$ cat src/rtl/mem_stage.sv
// mem_stage -- memory-access stage between the EX/MEM and MEM/WB pipe registers.
// Issues loads/stores on a req/ack data-memory port, lane-aligns store data and
// byte enables, extends load data, and passes ALU results through for other ops.
// An outstanding access holds EX/MEM through o_stall; a missing ack is aborted
// after ACK_TIMEOUT busy cycles with a bus-error pulse.
// Ports:
//   i_clk, i_rst            clock (rising edge), async active-low reset
//   i_rs_2, i_rd_num,
//   i_alu_out, i_opcode,
//   i_func_3                instruction fields from EX/MEM
//   i_dmem_ack/rdata        memory completion and read word
//   o_dmem_*                memory request, write enable, word address, data, byte enables
//   o_stall                 combinational hold for EX/MEM
//   o_valid, o_rd_num,
//   o_wb_data, o_wb_en      registered MEM/WB results
//   o_misalign, o_bus_err   registered one-cycle error pulses
module mem_stage #(
  parameter int ACK_TIMEOUT = 255
) (
  input  logic        i_clk,
  input  logic        i_rst,
  input  logic [31:0] i_rs_2,
  input  logic [4:0]  i_rd_num,
  input  logic [31:0] i_alu_out,
  input  logic [6:0]  i_opcode,
  input  logic [2:0]  i_func_3,
  input  logic        i_dmem_ack,
  input  logic [31:0] i_dmem_rdata,
  output logic        o_dmem_req,
  output logic        o_dmem_we,
  output logic [31:0] o_dmem_addr,
  output logic [31:0] o_dmem_wdata,
  output logic [3:0]  o_dmem_be,
  output logic        o_stall,
  output logic        o_valid,
  output logic [4:0]  o_rd_num,
  output logic [31:0] o_wb_data,
  output logic        o_wb_en,
  output logic        o_misalign,
  output logic        o_bus_err
);

  localparam int         CNT_W    = $clog2(ACK_TIMEOUT + 1);
  localparam logic [6:0] OP_LOAD  = 7'b0000011;
  localparam logic [6:0] OP_STORE = 7'b0100011;

  typedef enum logic [1:0] {ST_IDLE = 2'd0, ST_BUSY = 2'd1, ST_DONE = 2'd2} state_t;

  state_t             state_r, state_next_s;
  logic [CNT_W-1:0]   cnt_r;
  logic [2:0]         f3_r;
  logic [1:0]         off_r;
  logic [4:0]         rd_r;
  logic               is_load_s, is_store_s, is_mem_s, f3_ok_s, misalign_s, start_s;
  logic               ack_done_s, timeout_s, stall_s;

  // Byte enables for a store of the given size at the given byte offset.
  function automatic logic [3:0] store_be(input logic [2:0] f3, input logic [1:0] off);
    case (f3[1:0])
      2'b00:   store_be = 4'b0001 << off;
      2'b01:   store_be = off[1] ? 4'b1100 : 4'b0011;
      default: store_be = 4'b1111;
    endcase
  endfunction

  // Store data replicated across all lanes so the byte enables pick the lane.
  function automatic logic [31:0] store_wdata(input logic [2:0] f3, input logic [31:0] rs2);
    case (f3[1:0])
      2'b00:   store_wdata = {4{rs2[7:0]}};
      2'b01:   store_wdata = {2{rs2[15:0]}};
      default: store_wdata = rs2;
    endcase
  endfunction

  // Select the addressed byte/half from the read word and sign/zero extend it.
  function automatic logic [31:0] load_extend(input logic [2:0] f3, input logic [1:0] off,
                                              input logic [31:0] rdata);
    logic [7:0]  b;
    logic [15:0] h;
    b = rdata[{off, 3'b000} +: 8];
    h = off[1] ? rdata[31:16] : rdata[15:0];
    case (f3)
      3'b000:  load_extend = {{24{b[7]}}, b};
      3'b100:  load_extend = {24'h000000, b};
      3'b001:  load_extend = {{16{h[15]}}, h};
      3'b101:  load_extend = {16'h0000, h};
      default: load_extend = rdata;
    endcase
  endfunction

  // Decode the incoming instruction: memory op, legal size code, alignment.
  always_comb begin
    is_load_s  = (i_opcode == OP_LOAD);
    is_store_s = (i_opcode == OP_STORE);
    is_mem_s   = is_load_s | is_store_s;
    if (is_load_s) begin
      f3_ok_s = (i_func_3 != 3'b011) && (i_func_3 != 3'b110) && (i_func_3 != 3'b111);
    end else begin
      f3_ok_s = (i_func_3[2] == 1'b0) && (i_func_3[1:0] != 2'b11);
    end
    misalign_s = ((i_func_3[1:0] == 2'b01) && i_alu_out[0]) ||
                 ((i_func_3[1:0] == 2'b10) && (i_alu_out[1:0] != 2'b00));
    start_s    = (state_r == ST_IDLE) && is_mem_s && f3_ok_s && !misalign_s;
  end

  // Next-state logic; ack is checked before timeout so a last-cycle ack wins.
  always_comb begin
    state_next_s = state_r;
    ack_done_s   = 1'b0;
    timeout_s    = 1'b0;
    stall_s      = 1'b0;
    case (state_r)
      ST_IDLE: begin
        if (start_s) begin
          state_next_s = ST_BUSY;
          stall_s      = 1'b1;
        end else begin
          state_next_s = ST_IDLE;
        end
      end
      ST_BUSY: begin
        stall_s = 1'b1;
        if (i_dmem_ack) begin
          ack_done_s   = 1'b1;
          state_next_s = ST_DONE;
        end else if (cnt_r == CNT_W'(ACK_TIMEOUT - 1)) begin
          timeout_s    = 1'b1;
          state_next_s = ST_DONE;
        end else begin
          state_next_s = ST_BUSY;
        end
      end
      ST_DONE: state_next_s = ST_IDLE;
      default: state_next_s = ST_IDLE;
    endcase
  end

  // Stall is gated by reset so every output reads 0 while reset is held.
  assign o_stall = stall_s & i_rst;

  // FSM state register.
  always_ff @(posedge i_clk or negedge i_rst) begin
    if (!i_rst) state_r <= ST_IDLE;
    else        state_r <= state_next_s;
  end

  // Busy-cycle counter: counts while waiting for ack, cleared otherwise.
  always_ff @(posedge i_clk or negedge i_rst) begin
    if (!i_rst)                 cnt_r <= '0;
    else if (state_r == ST_BUSY) cnt_r <= cnt_r + CNT_W'(1);
    else                        cnt_r <= '0;
  end

  // Memory port, latched access context and MEM/WB outputs.
  always_ff @(posedge i_clk or negedge i_rst) begin
    if (!i_rst) begin
      o_dmem_req   <= 1'b0;
      o_dmem_we    <= 1'b0;
      o_dmem_addr  <= 32'h0;
      o_dmem_wdata <= 32'h0;
      o_dmem_be    <= 4'h0;
      o_valid      <= 1'b0;
      o_rd_num     <= 5'd0;
      o_wb_data    <= 32'h0;
      o_wb_en      <= 1'b0;
      o_misalign   <= 1'b0;
      o_bus_err    <= 1'b0;
      f3_r         <= 3'd0;
      off_r        <= 2'd0;
      rd_r         <= 5'd0;
    end else begin
      o_misalign <= 1'b0;
      o_bus_err  <= 1'b0;
      case (state_r)
        ST_IDLE: begin
          if (start_s) begin
            o_dmem_req   <= 1'b1;
            o_dmem_we    <= is_store_s;
            o_dmem_addr  <= {i_alu_out[31:2], 2'b00};
            o_dmem_be    <= is_store_s ? store_be(i_func_3, i_alu_out[1:0]) : 4'b1111;
            o_dmem_wdata <= is_store_s ? store_wdata(i_func_3, i_rs_2) : 32'h0;
            f3_r         <= i_func_3;
            off_r        <= i_alu_out[1:0];
            rd_r         <= i_rd_num;
            o_valid      <= 1'b0;
            o_wb_en      <= 1'b0;
          end else if (is_mem_s) begin
            // Illegal size or misaligned: retire without access or writeback.
            o_valid    <= 1'b1;
            o_wb_en    <= 1'b0;
            o_rd_num   <= i_rd_num;
            o_misalign <= f3_ok_s & misalign_s;
          end else begin
            o_valid   <= 1'b1;
            o_wb_data <= i_alu_out;
            o_rd_num  <= i_rd_num;
            o_wb_en   <= (i_rd_num != 5'd0);
          end
        end
        ST_BUSY: begin
          if (ack_done_s) begin
            o_dmem_req <= 1'b0;
            o_valid    <= 1'b1;
            o_rd_num   <= rd_r;
            if (!o_dmem_we) begin
              o_wb_data <= load_extend(f3_r, off_r, i_dmem_rdata);
              o_wb_en   <= (rd_r != 5'd0);
            end else begin
              o_wb_en <= 1'b0;
            end
          end else if (timeout_s) begin
            o_dmem_req <= 1'b0;
            o_bus_err  <= 1'b1;
            o_valid    <= 1'b1;
            o_wb_en    <= 1'b0;
          end else begin
            o_valid <= 1'b0;
          end
        end
        ST_DONE: begin
          o_valid <= 1'b0;
          o_wb_en <= 1'b0;
        end
        default: begin
          o_dmem_req <= 1'b0;
          o_valid    <= 1'b0;
        end
      endcase
    end
  end

endmodule

$ cat config.mk
export PLATFORM = sky130hd
export DESIGN_NAME = mem_stage
export DESIGN_NICKNAME = d
export VERILOG_FILES = /design/src/rtl/mem_stage.sv
export SDC_FILE = /design/constraint.sdc
export NUM_CORES = 1
export LEC_CHECK = 0
export CAP_MARGIN = 30
export CORE_MARGIN = 3
export CORE_UTILIZATION = 45
export CTS_CLUSTER_DIAMETER = 40
export CTS_CLUSTER_SIZE = 14
export DETAILED_ROUTE_END_ITERATION = 8
export PLACE_DENSITY = 0.79
export RECOVER_POWER = 50
export REMOVE_ABC_BUFFERS = 1
export SYNTH_ARGS = -nofsm -noshare
export SYNTH_HDL_FRONTEND = slang
export SYNTH_SLANG_ARGS = --single-unit
$ cat constraint.sdc
create_clock -name i_clk -period 3.4 [get_ports i_clk]
set_clock_uncertainty 0.2 [all_clocks]
set_input_delay 0.68 -clock i_clk [delete_from_list [all_inputs] [get_ports i_clk]]
set_output_delay 0.68 -clock i_clk [all_outputs]
set_load 0.01 [all_outputs]
==> results of run 1 <==
==> cell families after synthesis <==
kind of cell	share of synthesized area [%]
AO/OA/AOI/OAI	20.5
AND/OR/NAND/NOR	10.5
flip-flops	47.4
multiplexers	15.0
buffers and inverters	4.85
adder cells (fa/ha/maj)	1.10
XOR/XNOR	0.515
other	0.0551
==> through the flow <==
stage | utilization (%) | total power (µW) | instance area (µm²) | setup TNS, ps | instances
3_3_place_gp | 62.9 | 2730 | 9200 | -446 | 1040
5_1_grt | 66.6 | 4610 | 9760 | 0 | 1073
4_1_cts | 66.7 | 4500 | 9770 | 0 | 1072
6_report | 66.6 | 4420 | 9760 | 0 | 1073
2_1_floorplan | - | 2150 | 6530 | -24750 | 612
3_5_place_dp | 62.9 | 2760 | 9200 | -2480 | 1040
==> area by class of cell <==
cell class	instances	area, µm²	area share [%]
multi-input cells	469	3290	33.7
flip-flops and latches	129	3230	33.1
repair buffers	244	2390	24.5
clock buffers	27	513	5.26
well taps	184	230	2.36
inverters	14	52.6	0.539
clock inverters	5	50.0	0.513
diodes	1	2.50	0.0256
==> critical path, cell delays in order <==
cell             delay, ps
clkdlybuf4s50_1        400
or4_4                  550
a2111o_1               360
nor2_4                 100
o21a_1                 160
clkbuf_2               150
==> metal layers <==
metal	wire, µm	vias up
met5	0	-
met3	1410	47
met2	10500	259
met4	653	0
li1	-	2852
met1	8350	2980
==> state kept, by name, indices dropped and copies added (netlist names), 2 cells and up <==
register      count
off_r             2
o_dmem_addr      30
o_wb_data        32
o_rd_num          5
rd_r              5
o_dmem_wdata     32
f3_r              3
state_r           2
cnt_r             8
o_dmem_be         4
==> what timing repair did <==
action,CTS,global route
pin swaps,0,0
setup endpoints to repair,1,1
gates resized for setup,2,1
==> synthesized netlist by cell type (7+ instances only) <==
master,n,area [µm²]
dfrtp_1,129,3230
nand2_1,89,334
o21ai_0,50,250
o31ai_1,50,375
clkbuf_1,40,150
mux2_2,37,417
mux2_1,36,405
nor2_1,34,128
a21oi_1,32,160
mux2i_1,20,200
o311ai_0,16,140
inv_1,13,48.8
nor2b_1,9,56.3
a21boi_0,8,60.1
o22ai_1,8,50.1
o2bb2ai_1,8,70.1
a211oi_1,7,52.6
==> power groups by stage <==
| stage | clock, µW | combinational [µW] | sequential [µW] |
|---|---|---|---|
| after floorplan | 0 | 300 | 1850 |
| after global placement | 0 | 942 | 1780 |
| after detailed placement | 0 | 967 | 1790 |
| after CTS | 1760 | 973 | 1770 |
| after global routing | 1830 | 993 | 1780 |
| final | 1730 | 920 | 1760 |
==> worst paths after layout <==
path	to	slack, ps	cells after the start
worst max-delay path	o_stall	120	6
min in group asynchronous	o_dmem_wdata[3]	740	2
max in group asynchronous	o_dmem_wdata[18]	620	3
worst min register to register	o_wb_data[20]	270	2
worst max register to register	o_dmem_addr[30]	530	7
worst min-delay path	o_wb_data[20]	270	2
==> reports/metrics.csv, run 1 <==
metric;value;unit
crit_arrival;2400;ps
clock-sinks;129;
synth_edf_count;0;
gp_congestion;0.833;
layout.nets;995;
io_buffers;223;
crit_required;2520;ps
p_seq_share;39.9;%
p_clk_share;39.2;%
timing.fmax;305;MHz
dp_slack;-296;ps
die_h;129;µm
yosys_warnings;0;
cp_max_fo;2;
cp-startpoint;i_opcode[3];
wl_per_cell;19.5;µm
core_area;14600;µm²
async_flop_share;100;%
power.density;453;nW/µm²
slew_headroom;-7.48;%
wl;20900;µm
grt_pass1_wl;33100;µm
die_w;129;µm
power_frac_comb;20.8;%
clk_pin_slew;50;ps
drcViolationCount;0;
synth_area_per_cell;10.2;µm²
pin_count;226;
worstMarginPinSlew;1610;ps
grt_max_degree;67;
intPower;3240;µW
status;complete, but fails checks;
clk_latency;410;ps
use_met3;6.27;%
start_util;46.5;%
syn_inst;668;
place_hpwl;14700;µm
final_common_cell;dfrtp_1;
vias;6138;
maxSlewViolCount;65;
hold_buffers;0;
first_pass_iters;6;
cp-start-kind;primary input;
antenna_found_initial;1;
p_sw;1170;µW
drive_gt1_share;10.7;%
ctsHtreeMaxLevel;4;
ys.flop_type;dfrtp_1;
p_leak;0.00433;µW
hold_start;o_wb_data[20];
post_cts_buffers;0;
synth_cell_types;55;
numCtsBuffers;17;
switching_share;26.6;%
end_kind;output port;
setup_slack;122;ps
post-route-period-util;96.4;%
yosysSeqAreaShare;47.4;%
r2r_start;state_r[0];
initialDrtViolationCount;572;
hold_viol_final;0;
area_growth;43.3;%
finalSetupViolations;0;
finalCriticalPeriod;3280;ps
grt_busiest_layer;met2;
cts_buffer_depth;2;
ant_nets;0;
critPathKind;in -> out;
rsz0062_at_grt;no;
grt_overflow;0;
via_per_inst;5.72;
worst_hold_slack;270;ps
num-fill-cells;1107;
cap_violations;1;
grt_pass1_vias;6373;
root_buffer;clkbuf_16;
hp-class;reg -> reg;
cts_tree;built;
violations;capacitance limit, slew limit;
ys_ff_latch;129;
gr-usage-met2;41.6;%
final_cell_mix;dfrtp_1, clkdlybuf4s50_1, dlygate4sd3_1, nand2_1;
peakVddDrop;0.000346;V
dieArea;16600;µm²
syn-cell-area;6810;µm²
rows;44;
grt_usage;25.3;%
grt.met1_usage;31.4;%
(Power assumes the default switching activity.)
==> run 2: changes to the inputs <==
--- a/config.mk
+++ b/config.mk
@@ -6,6 +6,7 @@
 export NUM_CORES = 1
 export LEC_CHECK = 0
 export CAP_MARGIN = 30
+export CORE_ASPECT_RATIO = 0.8
 export CORE_MARGIN = 3
 export CORE_UTILIZATION = 45
 export CTS_CLUSTER_DIAMETER = 40
==> run 2 against run 1 <==
The flow still finishes with violations (capacitance limit, slew limit). Worst hold slack better by 6.6 ps. Combinational power grew 2%. Fmax fell by 1.0%. Clock power is 12% higher. Sequential share of layout area decreased by 0.15 points. Routed wire length is 0.24% lower. First-iteration DRC count fell by 21%. Critical path depth did not move. Total power grew 5.1%. Die area barely moved. Flip-flop and latch count unchanged. Core utilization increased by 0.78 points. Critical path type unchanged. Highest routed layer unchanged.
==> reports/metrics.csv, run 2 (same netlist as run 1, synthesis figures left out) <==
metric;value;unit;change
status;complete, but fails checks;;
violations;capacitance limit, slew limit;;
start_util;46.8;%;+0.33 points
cp_slowest_cell;or4_4;;
ctsHtreeMaxLevel;4;;unchanged
die_w;144;µm;+11%
wl_per_cell;19.4;µm;about the same
worstMarginPinSlew;1800;ps;+184 ps
clk_pin_slew;50;ps;about the same
fin_util;67.4;%;+0.78 points
place_hpwl;14600;µm;-0.13%
gr-usage-met2;41.3;%;-0.26 points
clk_latency;420;ps;about the same
cp_max_fo;2;;unchanged
p_leak;0.00423;µW;-2.3%
antenna_found_initial;0;;-1
hp-class;reg -> reg;;
grt_max_degree;130;;+94%
timing.fmax;302;MHz;-1.0%
die_h;116;µm;-10%
rsz0062_at_grt;no;;
rows;39;;-11%
end_kind;output port;;
grt_busiest_layer;met2;;
use_met3;6.31;%;+0.044 points
numCtsBuffers;17;;unchanged
dp.cells;1039;;-0.096%
crit_arrival;2430;ps;+30 ps
peakVddDrop;0.000342;V;-1.2%
clock-sinks;129;;unchanged
io_buffers;223;;unchanged
pin_count;226;;unchanged
crit_path_max_incr_delay;550;ps;about the same
wl;20800;µm;-0.24%
reg_top3;o_dmem_wdata x32, o_wb_data x32, o_dmem_addr x30;;
area_growth;44.0;%;
cp-start-kind;primary input;;
grt_pass1_wl;33000;µm;-0.23%
worst_hold_slack;277;ps;+6.58 ps
vias;6085;;-0.86%
cap_violations;1;;unchanged
layout.nets;994;;-0.10%
path_cells;clkdlybuf4s50_1, or4_4, a2111o_1, nor2_4, o21a_1, buf_2;;
core_area;14500;µm²;-0.70%
dieArea;16600;µm²;about the same
slew_headroom;-19.7;%;-12 points
crit_required;2520;ps;about the same
postLayoutCellArea;9800;µm²;+0.46%
final_common_cell;clkdlybuf4s50_1;;
worstRegToRegCells;8;;+1
first_pass_iters;5;;-1
drcViolationCount;0;;unchanged
n_antenna_cell;0;;-1
maxSlewViolCount;130;;+100%
grt.met1_usage;32.4;%;+0.93 points
via_per_inst;5.68;;-0.68%
grt_overflow;0;;unchanged
num-fill-cells;1112;;+0.45%
finalCriticalPeriod;3310;ps;+34.1 ps
initialDrtViolationCount;453;;-21%
holdPathStages;1;;-1
finalSetupViolations;0;;unchanged
grt_usage;25.1;%;-0.22 points
grt_pass1_vias;6377;;+0.063%
root_buffer;clkbuf_16;;
cts_tree;built;;
place_area;9210;µm²;about the same
final.setup.tns;0;ps;unchanged
post_cts_buffers;0;;unchanged
final_cell_mix;clkdlybuf4s50_1, dfrtp_1, nand2_1, o21ai_0, o31ai_1;;
gp_congestion;0.822;;-1.4%
post-route-period-util;97.4;%;+1.0 points
ant_nets;0;;unchanged
final_cells;1071;;-0.19%
hold_viol_final;0;;unchanged
critPathKind;in -> out;;
drive_gt1_share;10.9;%;+0.24 points
power.density;473;nW/µm²;+4.6%
cts_buffer_depth;2;;unchanged
[run 2: cell types whose count changed in the layout (fill, tap and decap cells not counted), moves of 2 or more]
| cell | before | now |
|---|---|---|
| clkdlybuf4s50_1 | 117 | 177 |
| dlygate4sd3_1 | 104 | 44 |
| clkbuf_8 | 5 | 1 |
| buf_4 | 19 | 16 |
| bufinv_16 | 1 | 4 |
| clkinv_4 | 0 | 3 |
| clkbuf_1 | 5 | 3 |
| clkinvlp_4 | 0 | 2 |
[run 2: path summary, 6_finish.rpt]
| path | slack (ps) | from | endpoint |
|---|---|---|---|
| setup / recovery | 90 | i_opcode[3] | o_stall |
| setup reg to reg | 220 | state_r[1] | o_wb_data[15] |
| hold / removal | 280 | o_dmem_addr[6] | o_dmem_addr[6] |
| hold reg to reg | 280 | o_dmem_addr[6] | o_dmem_addr[6] |
| max in group asynchronous | 1110 | i_rst | o_dmem_addr[7] |
| min in group asynchronous | 730 | i_rst | o_rd_num[1] |
[run 2: power breakdown]
part           internal, µW  leakage, µW  total [µW]  switching, µW
logic                   492      0.00225         937            445
clock network          1250     0.000303        1930            685
registers              1680      0.00168        1770           96.7
[run 2: cell type report]
class | count | area [µm²] | area share (%)
timing repair buffer | 243 | 2380 | 24.3
multi-input combinational | 469 | 3290 | 33.5
inverter | 14 | 52.6 | 0.536
clock inverter | 13 | 185 | 1.89
sequential | 129 | 3230 | 32.9
tap | 184 | 230 | 2.35
clock buffer | 19 | 443 | 4.52
[run 2: per-layer routing]
layer / routed length [µm] / vias up
met4: 491 / 0
li1: - / 2847
met3: 1340 / 42
met5: 0 / -
met1: 8880 / 2971
met2: 10100 / 225
[run 2: critical path: cells and delay by family]
family	cells	cell delay, ps
AND/OR/NAND/NOR	2	650
buffers and inverters	2	540
AO/OA/AOI/OAI	2	540
[run 2: timing repair]
action / CTS / global route
hold buffers: 0 / 0
pin swaps: 2 / 1
gates resized for setup: 4 / 0
hold endpoints to repair: 0 / 0
setup endpoints to repair: 1 / 1
[run 2: per-stage QoR]
stage	setup slack, ps	power, µW
finish	87.5	4640
global route	34.8	4850
CTS	21.9	4700
detailed placement	-312	2760
global placement	-317	2720
floorplan	-681	2150
==> variant 1, RTL diff (flow settings as in run 2) <==
Make the reset (`i_rst`) synchronous in 3 clocked blocks. Comments in the files are not updated.
--- a/src/rtl/mem_stage.sv
+++ b/src/rtl/mem_stage.sv
@@ -141,3 +141,3 @@
   // FSM state register.
-  always_ff @(posedge i_clk or negedge i_rst) begin
+  always_ff @(posedge i_clk) begin
     if (!i_rst) state_r <= ST_IDLE;
@@ -147,3 +147,3 @@
   // Busy-cycle counter: counts while waiting for ack, cleared otherwise.
-  always_ff @(posedge i_clk or negedge i_rst) begin
+  always_ff @(posedge i_clk) begin
     if (!i_rst)                 cnt_r <= '0;
@@ -154,3 +154,3 @@
   // Memory port, latched access context and MEM/WB outputs.
-  always_ff @(posedge i_clk or negedge i_rst) begin
+  always_ff @(posedge i_clk) begin
     if (!i_rst) begin
Behaviour: differs if i_rst is asserted again (counterexample within 4 cycles, from zero or initial values and one cycle with i_rst low); with i_rst held inactive, the same outputs for 4 cycles.
==> variant 1 against run 2 <==
Count of clock-buffer cells in the layout up 7. Die area down 7.7%. Sequential cell count unchanged. Routed wire length down 0.98%. Worst setup slack better by 0.11 ns. Final area down 6.4%. Via count up 1.2%. Core utilization up 1.9 points. Cell count up 1.3%. Area after synthesis down 8.1%. Critical path type unchanged.
Power is not compared: it rests on default switching activity, and its combinational part moved more than twofold at a synthesized area within 25%.
==> variant 1: results <==
[run_status]
status = "finished, final reports clean"

[placement]
place_ws_ns = -0.0691
dpl_cell_area_um2 = 8650
place_inst = 1054

[timing]
period_needed_ns = 3.20
worst_pin_slew_ns = 0.968
whs_ns = 0.252

[synth]
synth-adder-area-share_pct = 1.20
synth_compound_area_share_pct = 19.8
synth_cells = 686
ys_types = 56
synth.yosys.seq_area_share_pct = 41.3
netlist_top_cells_count = "nand2_1, dfxtp_1, mux2i_1"
async_flop_share_pct = 0
synthTopCellsByArea = "dfxtp_1, mux2i_1, nand2_1, a32o_1, o2bb2ai_1"

[clocking]
ctsResizeCount = 1

[setup_path]
worstReg2RegEnd = "o_wb_data[26]$_SDFFE_PN0P_"
arrival_ns = 2.32
reg2reg_from = "state_r[1]$_SDFF_PN0_"

[hold_path]
hold_start = "o_dmem_addr[8]$_SDFFE_PN0N_"
hold_depth = 2
hp-class = "register to register"

[grt]
grt_max_degree = 72
grt_pass1_vias = 6081
grt_pass1_wl_mm = 31.8
grt_usage_pct = 26.3

[routing]
vias_per_cell = 5.68

[final_layout]
layout-drive-gt1-share_pct = 10.1
variant 1: cell types whose count changed after synthesis, moves of 15 or more:
cell,before,now
nand2_1,89,135
mux2i_1,20,73
a21oi_1,32,15
or2_2,2,17
dfxtp_1,0,129
mux2_1,36,0
o2bb2ai_1,8,24
dfrtp_1,129,0
o21ai_0,50,8
o31ai_1,50,0
a32o_1,0,24
mux2_2,37,11
o211ai_1,2,19
variant 1: routing by layer:
layer / global-route usage (%) / share of wire [%]
met4: 7.04 / 1.6
met1: 32.2 / 42
met3: 10.9 / 10
met2: 42.8 / 47
met5: 0 / 0
variant 1: worst max path at each step:
stage,to,depth (start not counted)
after global placement,o_stall,6
final,o_stall,6
after CTS,o_stall,6
after floorplan,o_dmem_be[0]$_SDFFE_PN0N_,4
after global routing,o_stall,6
after detailed placement,o_stall,6
variant 1: area by class of cell:
| type | count | area (µm²) |
|---|---|---|
| sequential | 129 | 2580 |
| timing repair buffer | 247 | 2430 |
| multi-input combinational | 488 | 3360 |
| clock buffer | 26 | 509 |
| fill | 1019 | 4060 |
| inverter | 15 | 56.3 |
| tap | 175 | 219 |
| clock inverter | 5 | 27.5 |
variant 1: cell families after synthesis:
logic type | after synthesis
compound gates | 152
xor+xnor | 7
fa+ha+maj | 6
buf+inv | 70
flops | 129
mux | 85
other cells | 1
simple gates | 236
variant 1: power groups by stage:
stage	sequential (mW)	clock, mW	combinational (mW)
after floorplan	1.60	0	0.132
after global placement	1.59	0	0.435
after detailed placement	1.59	0	0.443
after CTS	1.56	1.70	0.446
after global routing	1.56	1.77	0.468
final	1.56	1.67	0.435
variant 1: critical path: cells and delay by family:
family / cells / cell delay [ns]
buffers and inverters: 2 / 0.69
and+or+nand+nor: 3 / 0.79
AOI/OAI and AO/OA: 1 / 0.16
==> variant 2, RTL diff (flow settings as in run 2) <==
Without the edit above. Change the parameter `ACK_TIMEOUT` from 255 to 510.
--- a/src/rtl/mem_stage.sv
+++ b/src/rtl/mem_stage.sv
@@ -17,3 +17,3 @@
 module mem_stage #(
-  parameter int ACK_TIMEOUT = 255
+  parameter int ACK_TIMEOUT = 510
 ) (
Check against the original RTL: no difference found for any inputs over 4 cycles, from zero or initial values and one cycle with i_rst low; that may be too few to reach the edited logic, so the function may still have changed.
==> variant 2 against run 2 <==
The flow still finishes with violations (max-capacitance violations, max-slew violations). Power is 5.4% lower. Critical path depth did not move. Largest cell class is now flip-flops and latches. Worst setup slack improved by 0.33 ns. Largest power group unchanged. Sequential cell count grew 1. Routed wire length barely moved. Final area down 4.7%. Area after synthesis is 7.6% lower.
==> variant 2: results <==
[setup_path]
slowest_delay_ns = 0.44
worstReg2RegEnd = "o_wb_data[9]$_DFFE_PN0P_"
crit_fanout = 2
arrival_ns = 2.10
r2r_setup_slack_ns = 0.76
slowest_stage = "clkdlybuf4s50_1"
reg2reg_from = "state_r[1]$_DFF_PN0_"
ff2ff_path_depth = 7

[placement]
place_ws_ns = 0.0697
hpwlAfterDp_mm = 14.4
dpl_cell_area_um2 = 8720
place.gp.congestion = 0.893
io_buffer_count = 223

[floorplanning]
start_util_pct = 47.5

[clocking]
htreeDepth = 4
ctsResizeCount = 0
clk_path_buf_depth = 2
cts_root_buffer = "clkbuf_16"
clock_latency_ns = 0.42
cts_setup_buffers = 0
cts.reportedPaths.clkPinSlew_ns = 0.06

[final_layout]
nFillCells = 960
diodes = 0
fin_nets = 1025
final_cells = 1093
layout-drive-gt1-share_pct = 7.52
top_regs = "o_dmem_wdata x32, o_wb_data x32, o_dmem_addr x30"

[synth]
ys_types = 51
netlist_top_cells_count = "nand2_1, dfrtp_1, o21ai_0"
synthTopCellsByArea = "dfrtp_1, nand2_1, mux2i_1, o21ai_0, a21oi_1"
async_flop_share_pct = 100
synth_warnings = 0
synth_cells = 689
synth.yosys.seq_area_share_pct = 51.7

[run_status]
status = "complete, but fails checks"
violations = "max-capacitance violations, max-slew violations"

[hold_path]
hold_depth = 2
hold_start = "o_dmem_addr[16]$_DFFE_PN0P_"
worstHoldEndpoint = "o_dmem_addr[16]$_DFFE_PN0P_"
hp-class = "register to register"

[pwr]
peakVddDrop_mv = 0.394
power_leakage_nw = 4.11

[routing]
vias = 6110
routedWlPerCell_um = 19.1
drtIter0Drc = 459

[timing]
maxSlewViolCount = 131
whs_ns = 0.271
worst_pin_slew_ns = 1.79

[grt]
grt_pass1_wl_mm = 33.0
grt_usage_pct = 26.7
antenna_found_initial = 0
grt_overflow = 0
grt_pass1_vias = 6244
grt_max_degree = 131

[run]
max-cap-violations = 1
variant 2: cell types whose count changed after synthesis, moves of 16 or more:
cell / delta
o31ai_1: -50
o21ai_1: +22
o311ai_0: -16
mux2_1: -36
a221oi_1: +16
mux2_2: -32
nand2_1: +102
variant 2: final cells by class:
type,count,area [µm²],share of cell area [%]
clock buffers,21,480,5.14
clock inverters,11,151,1.62
inverters,9,33.8,0.361
multi-input cells,502,2790,29.9
flip-flops and latches,130,3250,34.8
well taps,175,219,2.34
repair buffers,245,2420,25.9
variant 2: cell families after synthesis:
family / count (synthesis) / synth area share [%]
mux: 38 / 6.34
fa+ha+maj: 6 / 1.19
compound gates: 170 / 16.9
xor+xnor: 4 / 0.557
flops: 130 / 51.7
simple gates: 282 / 19.0
buf+inv: 58 / 4.28
other cells: 1 / 0.0596
variant 2: worst max path at each step:
| stage | start | end | slack, ns |
|---|---|---|---|
| after global placement | i_opcode[3] | o_stall | 0.05 |
| after detailed placement | i_opcode[3] | o_stall | 0.07 |
| after global routing | i_opcode[3] | o_stall | 0.37 |
| final | i_opcode[3] | o_stall | 0.42 |
| after CTS | i_alu_out[0] | o_stall | 0.05 |
| after floorplan | i_opcode[3] | f3_r[1]$_DFFE_PN0P_ | 0.32 |
variant 2: per-layer routing:
layer | GRT usage (%) | routed length [µm] | up-vias
met5 | 0 | 0 | -
met4 | 10.4 | 513 | 0
met3 | 6.23 | 1520 | 44
met2 | 44.1 | 10300 | 283
met1 | 34.4 | 8500 | 2967
li1 | - | - | 2816
variant 2: where the power goes:
part	total (mW)	internal [mW]	switching, mW	leakage (nW)
Clock	1.94	1.23	0.706	0.298
Combinational	0.721	0.381	0.340	2.12
Sequential	1.73	1.66	0.0731	1.70
